`src/rtl/trace_buffer.sv`:
```
// Multi-channel trace capture buffer with arm/trigger/post-trigger window.
// Captures into a register ring, then reads out oldest-first on request.
module trace_buffer #(
  parameter int WIDTH    = 16,
  parameter int CHANNELS = 4,
  parameter int DEPTH    = 16,
  localparam int AW      = $clog2(DEPTH),
  localparam int DW      = CHANNELS * WIDTH
) (
  input  logic          clk,
  input  logic          reset,
  input  logic [DW-1:0] ch_data,
  input  logic          sample_en,
  input  logic          trig_in,
  input  logic          arm,
  input  logic          abort,
  input  logic [AW:0]   post_len,
  input  logic          rd_en,
  output logic [DW-1:0] rd_data,
  output logic          rd_valid,
  output logic [1:0]    state,
  output logic          done,
  output logic [AW:0]   count,
  output logic [AW:0]   rd_left,
  output logic [AW-1:0] trig_pos,
  output logic          wrapped
);

  typedef enum logic [1:0] {
    IDLE  = 2'd0,
    ARMED = 2'd1,
    POST  = 2'd2,
    DONE  = 2'd3
  } state_t;

  localparam logic [AW:0]   FULL  = (AW+1)'(DEPTH);
  localparam logic [AW:0]   MAXP  = (AW+1)'(DEPTH - 1);
  localparam logic [AW:0]   ONE   = (AW+1)'(1);
  localparam logic [AW-1:0] ONE_P = AW'(1);

  state_t          state_q, state_d;
  logic [AW-1:0]   wr_ptr_q, wr_ptr_d;
  logic [AW-1:0]   rd_ptr_q, rd_ptr_d;
  logic [AW:0]     count_q, count_d;
  logic [AW:0]     post_q, post_d;
  logic [AW:0]     rem_q, rem_d;
  logic [AW:0]     rd_left_q, rd_left_d;
  logic [AW-1:0]   trig_pos_q, trig_pos_d;
  logic            wrapped_q, wrapped_d;
  logic            done_q, done_d;
  logic            rd_valid_q, rd_valid_d;
  logic [DW-1:0]   rd_data_q, rd_data_d;
  logic            we;
  logic [DW-1:0]   mem_q [DEPTH];

  // Next-state logic: abort wins, then per-state capture/readout rules.
  always_comb begin
    state_d    = state_q;
    wr_ptr_d   = wr_ptr_q;
    rd_ptr_d   = rd_ptr_q;
    count_d    = count_q;
    post_d     = post_q;
    rem_d      = rem_q;
    rd_left_d  = rd_left_q;
    trig_pos_d = trig_pos_q;
    wrapped_d  = wrapped_q;
    rd_valid_d = 1'b0;
    rd_data_d  = rd_data_q;
    we         = 1'b0;
    if (abort) begin
      state_d   = IDLE;
      rd_left_d = '0;
    end else begin
      unique case (state_q)
        IDLE, DONE: begin
          if (arm) begin
            state_d   = ARMED;
            wr_ptr_d  = '0;
            count_d   = '0;
            wrapped_d = 1'b0;
            rd_left_d = '0;
            post_d    = (post_len > MAXP) ? MAXP : post_len;
          end else if (state_q == DONE && rd_en && rd_left_q != '0) begin
            rd_valid_d = 1'b1;
            rd_data_d  = mem_q[rd_ptr_q];
            rd_ptr_d   = rd_ptr_q + ONE_P;
            rd_left_d  = rd_left_q - ONE;
          end
        end
        ARMED, POST: begin
          if (sample_en) begin
            we       = 1'b1;
            wr_ptr_d = wr_ptr_q + ONE_P;
            // Ring is full once count saturates: next write overwrites.
            if (count_q == FULL) wrapped_d = 1'b1;
            else count_d = count_q + ONE;
            if (state_q == ARMED) begin
              if (trig_in) begin
                if (post_q == '0) state_d = DONE;
                else begin
                  state_d = POST;
                  rem_d   = post_q;
                end
              end
            end else begin
              rem_d = rem_q - ONE;
              if (rem_q == ONE) state_d = DONE;
            end
            if (state_d == DONE) begin
              rd_left_d  = count_d;
              rd_ptr_d   = (count_d == FULL) ? wr_ptr_d : '0;
              trig_pos_d = AW'(count_d - ONE - post_q);
            end
          end
        end
        default: state_d = IDLE;
      endcase
    end
    done_d = (state_d == DONE);
  end

  // Control and output registers with asynchronous clear.
  always_ff @(posedge clk or posedge reset) begin
    if (reset) begin
      state_q    <= IDLE;
      wr_ptr_q   <= '0;
      rd_ptr_q   <= '0;
      count_q    <= '0;
      post_q     <= '0;
      rem_q      <= '0;
      rd_left_q  <= '0;
      trig_pos_q <= '0;
      wrapped_q  <= 1'b0;
      done_q     <= 1'b0;
      rd_valid_q <= 1'b0;
      rd_data_q  <= '0;
    end else begin
      state_q    <= state_d;
      wr_ptr_q   <= wr_ptr_d;
      rd_ptr_q   <= rd_ptr_d;
      count_q    <= count_d;
      post_q     <= post_d;
      rem_q      <= rem_d;
      rd_left_q  <= rd_left_d;
      trig_pos_q <= trig_pos_d;
      wrapped_q  <= wrapped_d;
      done_q     <= done_d;
      rd_valid_q <= rd_valid_d;
      rd_data_q  <= rd_data_d;
    end
  end

  // Sample storage; contents are never visible before a capture completes.
  always_ff @(posedge clk) begin
    if (we) mem_q[wr_ptr_q] <= ch_data;
  end

  assign state    = state_q;
  assign done     = done_q;
  assign count    = count_q;
  assign rd_left  = rd_left_q;
  assign trig_pos = trig_pos_q;
  assign wrapped  = wrapped_q;
  assign rd_valid = rd_valid_q;
  assign rd_data  = rd_data_q;

endmodule

```
`config.mk`:
```
export PLATFORM = sky130hd
export DESIGN_NAME = trace_buffer
export DESIGN_NICKNAME = d
export VERILOG_FILES = /design/src/rtl/trace_buffer.sv
export SDC_FILE = /design/constraint.sdc
export NUM_CORES = 1
export LEC_CHECK = 0
export ABC_CLOCK_PERIOD_IN_PS = 5200
export CORE_MARGIN = 1.5
export CORE_UTILIZATION = 65
export CTS_CLUSTER_DIAMETER = 30
export CTS_CLUSTER_SIZE = 14
export DETAILED_ROUTE_END_ITERATION = 16
export PLACE_DENSITY = 0.86
export SLEW_MARGIN = 5
export SYNTH_ARGS = -nofsm -noshare
export SYNTH_HDL_FRONTEND = slang
export SYNTH_SLANG_ARGS = --single-unit
```
`constraint.sdc`:
```
create_clock -name clk -period 5.2 [get_ports clk]
set_input_delay 1.04 -clock clk [delete_from_list [all_inputs] [get_ports clk]]
set_output_delay 1.04 -clock clk [all_outputs]
set_load 0.01 [all_outputs]
```
==> flow_metrics.tcl, run 1 <==
set metrics [dict create \
    status "completed" \
    nNetsFinal 2306 \
    internal_power_uw 19700 \
    first_pass_iters 6 \
    crit_fanout 64 \
    vias_per_cell 7.15 \
    seqPwrFrac_pct 38.9 \
    drv_slew 0 \
    tritoncts "yes" \
    finalSetupViolCount 0 \
    ioPinCount 159 \
    post_cts_buffers 0 \
    cts_sinks 1125 \
    antenna_found_initial 2 \
    numCtsBuffers 161 \
    grt_use_total_pct 35.2 \
    grt_max_degree 78 \
    syn_to_final_growth_pct 19.1 \
    hold_slack_ns 0.494 \
    grt_pass1_wl_um 169000 \
    synthDominantCellAreaShare_pct 70.9 \
    die_h_um 261 \
    h-tree-depth 4 \
    start_util_pct 65.8 \
    avgSynthCellArea_um2 22.1 \
    clk_latency_ns 0.76 \
    mostFrequentLayoutCells "1024 x edfxtp_1, 256 x mux4_2, 163 x clkbuf_16, 158 x clkdlybuf4s50_1, 132 x mux2i_1" \
    cap_viol_max_count 0 \
    netlist_area_mm2 0.0433 \
    clk_pin_slew_ns 0.05 \
    min_path_type "reg -> reg" \
    setup.worst_path.start_class "register" \
    synth_cell_types 56 \
    critPathMostFrequentCell "inv_1" \
    fmax_ghz 0.245 \
    synth-main-ff-cell "edfxtp_1" \
    p_sw_uw 7660 \
    syn_nets 2052 \
    p_leak_uw 0.0168 \
    ys_warn_count 0 \
    tns_ns 0 \
    vias 23000 \
    period_minus_slack_ns 4.08 \
    setup_ws_ns 1.12 \
    finalHoldViolations 0 \
    grt_pass1_vias 24100 \
    portBuffers 158 \
    clock-skew-final_ns 0.0399 \
    fp.dieW_um 261 \
    core-area_mm2 0.0659 \
    drt_iter0_drc 3544 \
    drive_above_1_share_pct 27.0 \
    worstSetupPathType "reg -> reg" \
    p_clk_share_pct 42.6 \
    detail_route.wirelength_um 115000 \
    relSlewSlack_pct 7.75 \
    place_congestion 0.818 \
    p_total_uw 27300 \
    crit_arrival_ns 4.41 \
    required_ns 5.53 \
    tightest_slew_ns 1.38 \
    finalCritPeriodShare_pct 78.4 \
    synthCells 1960 \
    yosysTopAreaCell "edfxtp_1" \
    final_common_cell "edfxtp_1" \
    fill_cells 2876 \
    async_flop_share_pct 8.98 \
    ys_ff_latch 1125 \
    dieArea_mm2 0.0682 \
    row_count 94 \
    endpoint_kind "register" \
    p_comb_share_pct 18.5 \
    dp_cells 2915 \
    yosysSeqAreaShare_pct 76.8 \
    synth_edf_count 1024 \
    wl_per_cell_um 35.8 \
    rsz0062_at_grt "false" \
    grt-ovfl-total 0 \
    drcViolationCount 0 \
    p_sw_share_pct 28.0 \
    cts-root-buf "clkbuf_16" \
    power_density_mw_per_mm2 529 \
    post-place-ws_ns 1.13 \
    holdBufCountCts 0 \
    cp_slowest_cell "and2_4" \
    cts_buffer_depth 3 \
    post-dp-hpwl_um 51300 \
    yosys-top-cells-area "edfxtp_1 71%, mux4_2 13%, dfrtp_1 5.8%" \
    ant_nets 0 \
    finalNonFillerCells 3222 \
    worst_ir_drop_vdd_mv 0.398 \
    max_stage_delay_ns 1.10 \
    path_cells "inv_1 > ha_1 > inv_1 > nand3_1 > nor3_1 > and2_4" \
    cts_resized 0 \
]
## worst max-delay path, delay by kind of cell, from the launching register on
family,cells,cell delay [ns]
simple gates,3,2.08
flops,1,0.46
fa+ha+maj,1,0.62
buf+inv,2,0.46
## state kept, by name, summed over array words and instances (netlist names)
name	count
state	2
rd_ptr_q	4
rd_left	5
count	5
post_q	5
mem_q	1024
done	1
rd_valid	1
rem_q	5
rd_data	64
trig_pos	4
wr_ptr_q	4
wrapped	1
## per-stage QoR
step | util [%] | instance area (um2)
final | 78.4 | 51600
after detailed placement | 69.6 | 45900
after CTS | 78.3 | 51600
after global placement | 69.6 | 45900
after global routing | 78.3 | 51600
after floorplan | - | 43300
## power groups by stage
| stage | Combinational, uW | Clock [uW] | Sequential (uW) |
|---|---|---|---|
| 5_1_grt | 5270 | 12000 | 10600 |
| 4_1_cts | 5030 | 11600 | 10600 |
| 3_5_place_dp | 4720 | 0 | 10800 |
| 6_report | 5050 | 11600 | 10600 |
| 3_3_place_gp | 4550 | 0 | 10700 |
| 2_1_floorplan | 3730 | 0 | 10500 |
## cell families after synthesis
group	synth area share [%]
flops	76.8
simple gates	1.83
mux	16.6
compound gates	2.57
fa+ha+maj	0.479
xor+xnor	0.283
buf+inv	1.48
## layout make-up
type                    count  area [um2]  area share [%]
multi-input cells         713        9470            18.3
well taps                 864        1080            2.09
diodes                      3        7.51          0.0145
inverters                  24        93.8           0.182
clock inverters           121        1550            2.99
flip-flops and latches   1125       33300            64.5
clock buffers             183        4200            8.15
repair buffers            189        1910            3.71
## Yosys cell counts, types with 7 or more instances
master,number
o21ai_0,16
mux4_2,256
xnor2_1,9
nor3_1,7
edfxtp_1,1024
clkbuf_1,31
and2_1,19
buf_2,26
dfrtp_1,101
nand3_1,9
nor2_1,21
o221ai_1,35
inv_1,23
a21oi_1,12
buf_4,24
mux2_2,9
o221ai_2,30
buf_6,8
mux2i_1,132
ha_1,15
buf_1,9
nand2_1,83
## per-layer routing
metal  global-route usage (%)  share of wire [%]  wire [um]  vias to the layer above
li1                         -                  -          -                     8750
met1                     47.3                 35      40200                    11900
met2                     56.3                 50      57400                     2071
met3                     7.68                 11      12200                      355
met4                     16.3                4.7       5440                        2
met5                        0              0.011         13                        -
## path summary, 6_finish.rpt
kind | from | end | slack, ns | cells past startpoint
max in group asynchronous | reset | rd_data[1] | 3.35 | 3
min in group asynchronous | reset | rd_data[14] | 0.65 | 2
hold / removal | trig_pos[1] | trig_pos[1] | 0.49 | 2
setup / recovery | state[1] | mem_q[0][1] | 1.12 | 6
setup reg to reg | state[1] | mem_q[0][1] | 1.12 | 6
hold reg to reg | trig_pos[1] | trig_pos[1] | 0.49 | 2
No activity file was read; power rests on OpenSTA's default activity.
==> run 2: changes to the inputs <==
ABC_CLOCK_PERIOD_IN_PS = 3300   (was 5200)
CORE_UTILIZATION = 55   (was 65)
PLACE_DENSITY = 0.78   (was 0.86)
clock period = 3.3 ns   (was 5.2 ns; I/O delays follow)
==> run 2 against run 1 <==
  * Final cell count is 7.4% higher
  * Via count is 5.6% lower
  * Worst hold slack worse by 0.054 ns
  * Clock skew is 0.0099 ns lower
  * Critical endpoint is now mem_q[11][34]
  * Largest power group unchanged
  * Highest routed layer is now met4
==> flow_metrics.tcl, run 2 (same netlist as run 1, synthesis figures left out) <==
set metrics [dict create \
    antenna_found_initial 1 \
    syn_to_final_growth_pct 22.1 \
    relSlewSlack_pct 36.9 \
    nNetsFinal 2365 \
    post-place-ws_ns 0.148 \
    ant_nets 0 \
    min_path_type "in -> async" \
    cap_viol_max_count 0 \
    max_stage_delay_ns 0.63 \
    detail_route.wirelength_um 104000 \
    worst_ir_drop_vdd_mv 0.550 \
    drv_slew 0 \
    core-area_mm2 0.0777 \
    drt_iter0_drc 2163 \
    mostFrequentLayoutCells "1024 x edfxtp_1, 256 x mux4_2, 172 x clkbuf_16, 158 x clkdlybuf4s50_1, 132 x mux2i_1" \
    portBuffers 158 \
    power_density_mw_per_mm2 820 \
    worstReg2RegStart "state[0]" \
    grt_pass1_vias 23800 \
    row_count 102 \
    hold_slack_ns 0.440 \
    finalSetupViolCount 0 \
    status "completed" \
    crit_family "simple AND/OR/NAND/NOR gates" \
    grt_pass1_wl_um 155000 \
    cts_sinks 1125 \
    holdBufCountCts 0 \
    drive_above_1_share_pct 28.9 \
    vias_per_cell 6.28 \
    final_common_cell "edfxtp_1" \
    post-dp-hpwl_um 52700 \
    ioPinCount 159 \
    post_cts_buffers 0 \
    tightest_slew_ns 0.947 \
    r2r_slack_ns 0.32 \
    drcViolationCount 0 \
    worstSetupPathType "reg -> reg" \
    critical_path_buf_inv_count 2 \
    reg2reg_to "mem_q[11][34]" \
    clk_latency_ns 0.75 \
    first_pass_iters 6 \
    grt_max_degree 65 \
    crit_arrival_ns 3.37 \
    fp.dieW_um 284 \
    largest-register "mem_q" \
    numCtsBuffers 171 \
    setup.worst_path.start_class "register" \
    place_congestion 0.804 \
    period_minus_slack_ns 2.98 \
    h-tree-depth 4 \
    clk_pin_slew_ns 0.05 \
    tritoncts "yes" \
    cts_resized 0 \
    wl_per_cell_um 30.0 \
    setup_ws_ns 0.319 \
    endpoint_kind "register" \
    start_util_pct 55.8 \
    p_leak_uw 0.0173 \
    cts-root-buf "clkbuf_16" \
    tns_ns 0 \
    finalHoldViolations 0 \
    dieArea_mm2 0.0805 \
    vias 21800 \
    required_ns 3.69 \
    p_total_uw 43400 \
    cp_slowest_cell "nor3b_1" \
    clock-skew-final_ns 0.0300 \
    grt-ovfl-total 0 \
    largest_register_ff_count 1024 \
    rsz0062_at_grt "false" \
    crit_fanout 49 \
    path_cells "ha_1 > inv_1 > nand3_1 > nor3b_1 > and2_4 > buf_12" \
    grt_use_total_pct 26.3 \
    finalCritPeriodShare_pct 90.3 \
    rr_worst_depth 6 \
    die_h_um 284 \
    fmax_ghz 0.335 \
    cts_buffer_depth 3 \
]
## run 2: cell types whose count changed in the layout (fill, tap and decap cells not counted), moves of 6 or more
cell / change
buf_4: +13
clkbuf_1: +6
clkinv_8: -6
buf_12: +36
inv_6: +8
clkbuf_16: +9
clkinvlp_4: +6
## run 2: metrics by stage
step                instance area (um2)  cells  util [%]
floorplan                         43400   1960         -
global placement                  46900   3140      60.3
detailed placement                46900   3140      60.3
CTS                               52900   3461      68.1
global route                      52900   3461      68.1
finish                            52900   3462      68.1
## run 2: metal layers
metal  GRT usage [%]  vias up  share of wire, %
li1                -     8883                 -
met1            32.6    11500                36
met2            45.7     1142                53
met3            5.68      201               7.5
met4            9.48        0               2.7
met5               0        -                 0
## run 2: final cells by class
class	instances	area [um2]
fill	4496	24800
timing repair buffer	238	2730
clock buffer	203	4520
antenna	1	2.50
clock inverter	118	1530
inverter	24	95.1
tap	1040	1300
sequential	1125	33300
multi-input combinational	713	9470
## run 2: how the worst max path moves through the flow
stage | startpoint | endpoint | slack, ns | cells after the start
6_report | state[0] | mem_q[11][34] | 0.32 | 6
5_1_grt | state[0] | rd_data[49] | 0.18 | 8
4_1_cts | state[0] | mem_q[11][37] | 0.35 | 6
3_5_place_dp | abort | mem_q[11][33] | 0.15 | 6
3_3_place_gp | abort | mem_q[11][33] | 0.19 | 6
2_1_floorplan | state[0] | mem_q[11][0] | 0.47 | 6
## run 2: worst reg2reg max path: cells and delay by family, from the launching register on
family / cells / cell delay [ns]
AND/OR/NAND/NOR: 3 / 1.18
flip-flops: 1 / 0.45
adder cells (fa/ha/maj): 1 / 0.49
buffers and inverters: 2 / 0.47
## run 2: report_power, final
group          leakage (uW)  total, uW  internal (uW)  switching, uW
combinational       0.00383       8060           4000           4060
sequential           0.0106      16600          16000            611
clock               0.00291      18800          11900           6880
total                0.0173      43400          31900          11600
